$ cat src/rtl/vga_timing_pkg.sv
// vga_timing_pkg: 640x480@60 timing constants and the monitor FSM state type
//   no ports; imported by vga_rx_monitor
package vga_timing_pkg;
   localparam int H_SYNC      = 96;
   localparam int H_BACK      = 48;
   localparam int H_ACTIVE    = 640;
   localparam int H_TOTAL     = 800;
   localparam int V_SYNC      = 2;
   localparam int V_BACK      = 33;
   localparam int V_ACTIVE    = 480;
   localparam int V_TOTAL     = 525;
   localparam int LOCK_FRAMES = 2;
   localparam int H_START     = H_SYNC + H_BACK;
   localparam int H_END       = H_START + H_ACTIVE - 1;
   localparam int V_START     = V_SYNC + V_BACK;
   localparam int V_END       = V_START + V_ACTIVE - 1;
   typedef enum logic [1:0] {SEARCH, CHECK, LOCKED} state_t;
endpackage

$ cat src/rtl/vga_sync_edge.sv
// vga_sync_edge: registers the VGA pins once and detects sync edges
//   clk, rst_n   pixel clock, asynchronous active-low reset
//   hsync, vsync active-low syncs from the pins
//   rgb          {r,g,b} from the pins
//   hs1, vs1     registered syncs (stage s1)
//   rgb1         registered colour (stage s1)
//   ls, fs       line start (hsync fall), frame start (line start with vsync fall)
//   hrise, vfall hsync rise, vsync fall (any alignment)
module vga_sync_edge (
   input  logic        clk,
   input  logic        rst_n,
   input  logic        hsync,
   input  logic        vsync,
   input  logic [11:0] rgb,
   output logic        hs1,
   output logic        vs1,
   output logic [11:0] rgb1,
   output logic        ls,
   output logic        fs,
   output logic        hrise,
   output logic        vfall
);
   logic hs2, vs2;
   always_ff @(posedge clk or negedge rst_n) begin
      if (!rst_n) begin
         hs1  <= 1'b0;
         vs1  <= 1'b0;
         rgb1 <= '0;
         hs2  <= 1'b0;
         vs2  <= 1'b0;
      end else begin
         hs1  <= hsync;
         vs1  <= vsync;
         rgb1 <= rgb;
         hs2  <= hs1;
         vs2  <= vs1;
      end
   end
   assign ls    = hs2 & ~hs1;
   assign fs    = ls & vs2 & ~vs1;
   assign hrise = hs1 & ~hs2;
   assign vfall = vs2 & ~vs1;
endmodule

$ cat src/rtl/vga_rx_monitor.sv
// vga_rx_monitor: recovers pixel position from a VGA link, checks line/frame timing and streams pixels once locked
//   clk, rst_n       pixel clock, asynchronous active-low reset
//   hsync, vsync     active-low syncs
//   vga_r/g/b        4-bit colour components
//   err_clr          single-cycle clear of err
//   pix_valid/x/y/rgb active pixel stream, 2 clocks after the pins, zero when not valid
//   frame_start      one-cycle pulse 2 clocks after the vsync pin falls
//   locked           timing lock status
//   err              sticky: timing mismatch seen while locked
module vga_rx_monitor #(
   parameter int H_SYNC      = vga_timing_pkg::H_SYNC,
   parameter int H_BACK      = vga_timing_pkg::H_BACK,
   parameter int H_ACTIVE    = vga_timing_pkg::H_ACTIVE,
   parameter int H_TOTAL     = vga_timing_pkg::H_TOTAL,
   parameter int V_SYNC      = vga_timing_pkg::V_SYNC,
   parameter int V_BACK      = vga_timing_pkg::V_BACK,
   parameter int V_ACTIVE    = vga_timing_pkg::V_ACTIVE,
   parameter int V_TOTAL     = vga_timing_pkg::V_TOTAL,
   parameter int LOCK_FRAMES = vga_timing_pkg::LOCK_FRAMES
) (
   input  logic        clk,
   input  logic        rst_n,
   input  logic        hsync,
   input  logic        vsync,
   input  logic [3:0]  vga_r,
   input  logic [3:0]  vga_g,
   input  logic [3:0]  vga_b,
   input  logic        err_clr,
   output logic        pix_valid,
   output logic [9:0]  pix_x,
   output logic [9:0]  pix_y,
   output logic [11:0] pix_rgb,
   output logic        frame_start,
   output logic        locked,
   output logic        err
);
   import vga_timing_pkg::*;
   localparam logic [9:0] HS  = 10'(H_SYNC);
   localparam logic [9:0] HT  = 10'(H_TOTAL);
   localparam logic [9:0] HT1 = 10'(H_TOTAL - 1);
   localparam logic [9:0] H0  = 10'(H_SYNC + H_BACK);
   localparam logic [9:0] H1  = 10'(H_SYNC + H_BACK + H_ACTIVE - 1);
   localparam logic [9:0] VS  = 10'(V_SYNC);
   localparam logic [9:0] VT  = 10'(V_TOTAL);
   localparam logic [9:0] VT1 = 10'(V_TOTAL - 1);
   localparam logic [9:0] V0  = 10'(V_SYNC + V_BACK);
   localparam logic [9:0] V1  = 10'(V_SYNC + V_BACK + V_ACTIVE - 1);
   localparam logic [2:0] LF  = 3'(LOCK_FRAMES);
   logic        hs1, vs1, ls, fs, hrise, vfall;
   logic [11:0] rgb1;
   logic [9:0]  hcnt_q, vcnt_q, hcnt, vcnt;
   logic        mism, pv, bad, frame_bad;
   logic [2:0]  good_cnt;
   state_t      state;

   vga_sync_edge u_sync (
      .clk   (clk),
      .rst_n (rst_n),
      .hsync (hsync),
      .vsync (vsync),
      .rgb   ({vga_r, vga_g, vga_b}),
      .hs1   (hs1),
      .vs1   (vs1),
      .rgb1  (rgb1),
      .ls    (ls),
      .fs    (fs),
      .hrise (hrise),
      .vfall (vfall)
   );

   // hcnt/vcnt are the position of the s1 sample; the _q copies hold the previous one.
   // Both saturate at their total so a missing sync is reported once, then again at the late sync.
   always_comb begin
      hcnt = ls ? '0 : hcnt_q == HT ? hcnt_q : hcnt_q + 10'd1;
      vcnt = fs ? '0 : (!ls || vcnt_q == VT) ? vcnt_q : vcnt_q + 10'd1;
      mism = (hrise != (hcnt == HS)) || (ls != (hcnt_q == HT1)) || (fs && vcnt_q != VT1) ||
             (vfall && !ls) || (ls && vs1 != (vcnt >= VS && vcnt < VT));
      pv   = state == LOCKED && hcnt >= H0 && hcnt <= H1 && vcnt >= V0 && vcnt <= V1;
      bad  = frame_bad || mism;
   end

   always_ff @(posedge clk or negedge rst_n) begin
      if (!rst_n) begin
         hcnt_q      <= '0;
         vcnt_q      <= '0;
         state       <= SEARCH;
         good_cnt    <= '0;
         frame_bad   <= 1'b0;
         locked      <= 1'b0;
         err         <= 1'b0;
         frame_start <= 1'b0;
         pix_valid   <= 1'b0;
         pix_x       <= '0;
         pix_y       <= '0;
         pix_rgb     <= '0;
      end else begin
         hcnt_q      <= hcnt;
         vcnt_q      <= vcnt;
         frame_start <= fs;
         pix_valid   <= pv;
         pix_x       <= pv ? hcnt - H0 : '0;
         pix_y       <= pv ? vcnt - V0 : '0;
         pix_rgb     <= pv ? rgb1 : '0;
         err         <= (err && !err_clr) || (state == LOCKED && mism);
         case (state)
            SEARCH: begin
               good_cnt  <= '0;
               frame_bad <= 1'b0;
               if (fs) state <= CHECK;
            end
            CHECK: begin
               frame_bad <= fs ? 1'b0 : bad;
               if (fs) begin
                  good_cnt <= bad ? '0 : good_cnt + 3'd1;
                  if (!bad && good_cnt + 3'd1 == LF) begin
                     state  <= LOCKED;
                     locked <= 1'b1;
                  end
               end
            end
            LOCKED: begin
               if (mism) begin
                  state    <= SEARCH;
                  locked   <= 1'b0;
                  good_cnt <= '0;
               end
            end
            default: state <= SEARCH;
         endcase
      end
   end
endmodule
$ cat config.mk
export PLATFORM = sky130hd
export DESIGN_NAME = vga_rx_monitor
export DESIGN_NICKNAME = d
export VERILOG_FILES = /design/src/rtl/vga_timing_pkg.sv /design/src/rtl/vga_sync_edge.sv /design/src/rtl/vga_rx_monitor.sv
export SDC_FILE = /design/constraint.sdc
export NUM_CORES = 1
export LEC_CHECK = 0
export CORE_MARGIN = 1.5
export CORE_UTILIZATION = 50
export DETAILED_ROUTE_END_ITERATION = 16
export GPL_ROUTABILITY_DRIVEN = 0
export PLACE_DENSITY = 0.77
export SYNTH_ARGS = -nofsm -noshare
export SYNTH_HDL_FRONTEND = slang
export SYNTH_SLANG_ARGS = --single-unit
$ cat constraint.sdc
create_clock -name clk -period 2.9 [get_ports clk]
set_input_delay 0.58 -clock clk [delete_from_list [all_inputs] [get_ports clk]]
set_output_delay 0.58 -clock clk [all_outputs]
set_load 0.01 [all_outputs]
==> flow_metrics.env <==
export IMPL_status="finished, violations left"
export IMPL_violations="negative setup slack"
export IMPL_intPower_mw=1.94
export IMPL_crit_family="compound AO/OA/AOI/OAI gates"
export IMPL_syn_inst=388
export IMPL_core_area_mm2=0.00769
export IMPL_seq_area_mm2=0.00195
export IMPL_ys_async_sr_fraction_pct=100
export IMPL_arrival_ps=3230
export IMPL_grt_pass1_wl_um=16100
export IMPL_syn_avg_cell_area_um2=10.2
export IMPL_drcViolationCount=0
export IMPL_rows=32
export IMPL_relSlewSlack_pct=66.4
export IMPL_hold_viol=0
export IMPL_p_sw_uw=956
export IMPL_finalSetupViolCount=2
export IMPL_p_leak_nw=2.49
export IMPL_pin_count=53
export IMPL_synth_edf_count=0
export IMPL_cp_end_kind="flop"
export IMPL_total_power_mw=2.89
export IMPL_tightest_slew_ps=500
export IMPL_ir_worst_vdd_uv=304
export IMPL_ys_ff_latch=78
export IMPL_wirelength_um=9780
export IMPL_dp_hpwl_um=6990
export IMPL_syn_to_final_growth_pct=35.9
export IMPL_cpPeakStageDelay_ps=450
export IMPL_postRouteAntennaNets=0
export IMPL_numPortBuffers=52
export IMPL_first_iter_violations=193
export IMPL_fin_ws_ps=-75.3
export IMPL_die_y_um=92.0
export IMPL_crit_required_ps=3150
export IMPL_critPathSlowestCell="dfrtp_1"
export IMPL_hold_buffers=0
export IMPL_path_buf_inv=2
export IMPL_firstDrtPassIters=5
export IMPL_hold_path_class="primary input to async pin"
export IMPL_cts_clk_slew_worst_paths_ps=80
export IMPL_maxCapViolations=0
export IMPL_grt_usage_pct=24.5
export IMPL_pwr_share_seq_pct=42.1
export IMPL_syn_area_mm2=0.00396
export IMPL_final_nets=529
export IMPL_min_period_over_period_pct=103
export IMPL_rsz0062_at_grt="yes"
export IMPL_swShare_pct=33.0
export IMPL_multiInputGateArea_mm2=0.00197
export IMPL_die_w_um=92.0
export IMPL_clockPowerShare_pct=28.7
export IMPL_powerDensity_mw_per_mm2=537
export IMPL_syn_num_nets=419
export IMPL_cp_max_fo=7
export IMPL_ff2ff_path_depth=13
export IMPL_combPwrFrac_pct=29.3
export IMPL_cp_depth=13
export IMPL_overflow=0
export IMPL_antenna_found_initial=0
export IMPL_synth_most_common_cell="dfrtp_1"
export IMPL_cts_made_buffers=9
export IMPL_via_count=3411
export IMPL_cts_tree="done"
export IMPL_die_area_mm2=0.00847
export IMPL_whs_ps=130
export IMPL_synth_top_area_share_pct=49.3
export IMPL_synth_warnings=0
export IMPL_viasPerCell=5.64
export IMPL_yosysTopAreaCell="dfrtp_1"
export IMPL_path_cells="buf_4 -> and2_1 -> a31oi_4 -> xnor2_2 -> nor2_2 -> inv_1 -> ha_2 -> or3_1 -> o311a_1 -> nand2_2 -> o31a_1 -> nand3_4 -> o41ai_4"
export IMPL_synthTopCellsByArea="dfrtp_1 49%, nor2_1 5.0%, ha_1 4.4%"
export IMPL_h_tree_depth=3
export IMPL_crit_type="flop to flop"
export IMPL_cts_root_buf="clkbuf_8"
export IMPL_grt_pass1_vias=3377
export IMPL_yosysSeqAreaShare_pct=49.3
export IMPL_synth_common_cells="78 x dfrtp_1, 53 x nor2_1, 36 x inv_1"
export IMPL_drive_gt1_share_pct=25.2
export IMPL_critPathLaunchType="flop"
export IMPL_antenna_cells=0
export IMPL_synthDistinctLibCells=65
export IMPL_synth_ff_type="dfrtp_1"
export IMPL_ctsLongestPathBuffers=2
export IMPL_insertion_delay_ps=360
export IMPL_clock_sinks=78
export IMPL_fmax_mhz=336
export IMPL_skew_ps=9.08
export IMPL_period_minus_slack_ps=2980
export IMPL_drv_slew=0
export IMPL_start_util_pct=51.5
export IMPL_grt_start_max_net_pins=52
export IMPL_wire_per_inst_um=16.2
export IMPL_fillerInstances=570
## power groups by stage
stage	logic, mW	registers [mW]	clock network (mW)
after floorplan	0.404	1.24	0
after global placement	0.688	1.23	0
after detailed placement	0.704	1.24	0
after CTS	0.779	1.21	0.853
after global routing	0.931	1.23	0.907
final	0.846	1.22	0.829
## path summary, 6_finish.rpt
| check | start | end | slack, ps |
|---|---|---|---|
| min | rst_n | state[1] | 130 |
| min reg2reg | u_sync.rgb1[5] | pix_rgb[5] | 470 |
| max in group asynchronous | rst_n | u_sync.rgb1[5] | 2190 |
| max reg2reg | vcnt_q[3] | good_cnt[2] | -80 |
| max | vcnt_q[3] | good_cnt[2] | -80 |
| min in group clk | u_sync.rgb1[5] | pix_rgb[5] | 470 |
## registers in the layout, summed over array words and instances (netlist names)
signal / flops
pix_y: 10
state: 2
frame_bad: 1
pix_rgb: 12
u_sync.vs2: 1
u_sync.vs1: 1
err: 1
u_sync.rgb1: 12
pix_valid: 1
pix_x: 10
good_cnt: 3
hcnt_q: 10
vcnt_q: 10
frame_start: 1
u_sync.hs1: 1
locked: 1
u_sync.hs2: 1
## per-layer routing
layer,global-route usage [%],wire length (um),vias up
li1,-,-,1583
met1,31.4,4010,1621
met2,40.4,4890,174
met3,3.32,575,33
met4,13.1,303,0
met5,0,0,-
## what timing repair did
| item | CTS | global route |
|---|---|---|
| setup endpoints to repair | 36 | 41 |
| setup buffers | 7 | 1 |
| resized for setup | 5 | 21 |
| pin swaps | 12 | 9 |
## final cells by class
class | count | share of cell area [%]
clock buffers | 9 | 2.30
clock inverters | 7 | 1.46
inverters | 39 | 2.72
multi-input cells | 259 | 36.6
flip-flops and latches | 78 | 36.3
well taps | 102 | 2.37
repair buffers | 111 | 18.3
## placed cells by master (no fill, tap or decap), types with 3 or more instances in the layout
cell and count:
xor2_1 3, nand4bb_1 3, o31ai_1 6, nor3_2 6
nand2_1 20, or3_1 4, nand4b_1 3, inv_2 4
ha_1 10, nand2b_1 9, a31oi_1 3, o21ai_0 10
nor2_1 50, o2111ai_1 4, nand3_2 3, inv_1 35
nand3_1 8, a21oi_1 7, buf_4 56, inv_6 3
dfrtp_1 77, nand2_2 3, a211o_1 3, nand4_1 3
nor3_1 7, nor2_2 3, buf_6 3, clkdlybuf4s50_1 51
mux2i_1 4, clkbuf_8 9, nor4_1 5, and2_1 5
xnor2_1 15
## kinds of logic after synthesis
| family | share of synthesized area, % |
|---|---|
| buffers and inverters | 5.21 |
| AOI/OAI and AO/OA | 14.1 |
| and+or+nand+nor | 21.5 |
| DFF | 49.3 |
| xor gates and xnor gates | 4.20 |
| muxes | 1.29 |
| adders and majority gates | 4.42 |
## stage by stage
step                setup TNS [ps]  std cells  worst slack, ps  util [%]  area [um^2]
finish                       -99.5        605            -75.3      70.1         5390
detailed placement           -1020        581             -127      65.0         5000
CTS                          -69.1        604            -69.1      68.7         5280
global route                 -2720        605             -162      70.1         5390
floorplan                     -361        388            -94.9         -         4020
global placement            -0.848        581           -0.848      65.0         5000
Power figures use the tool's default switching activity.
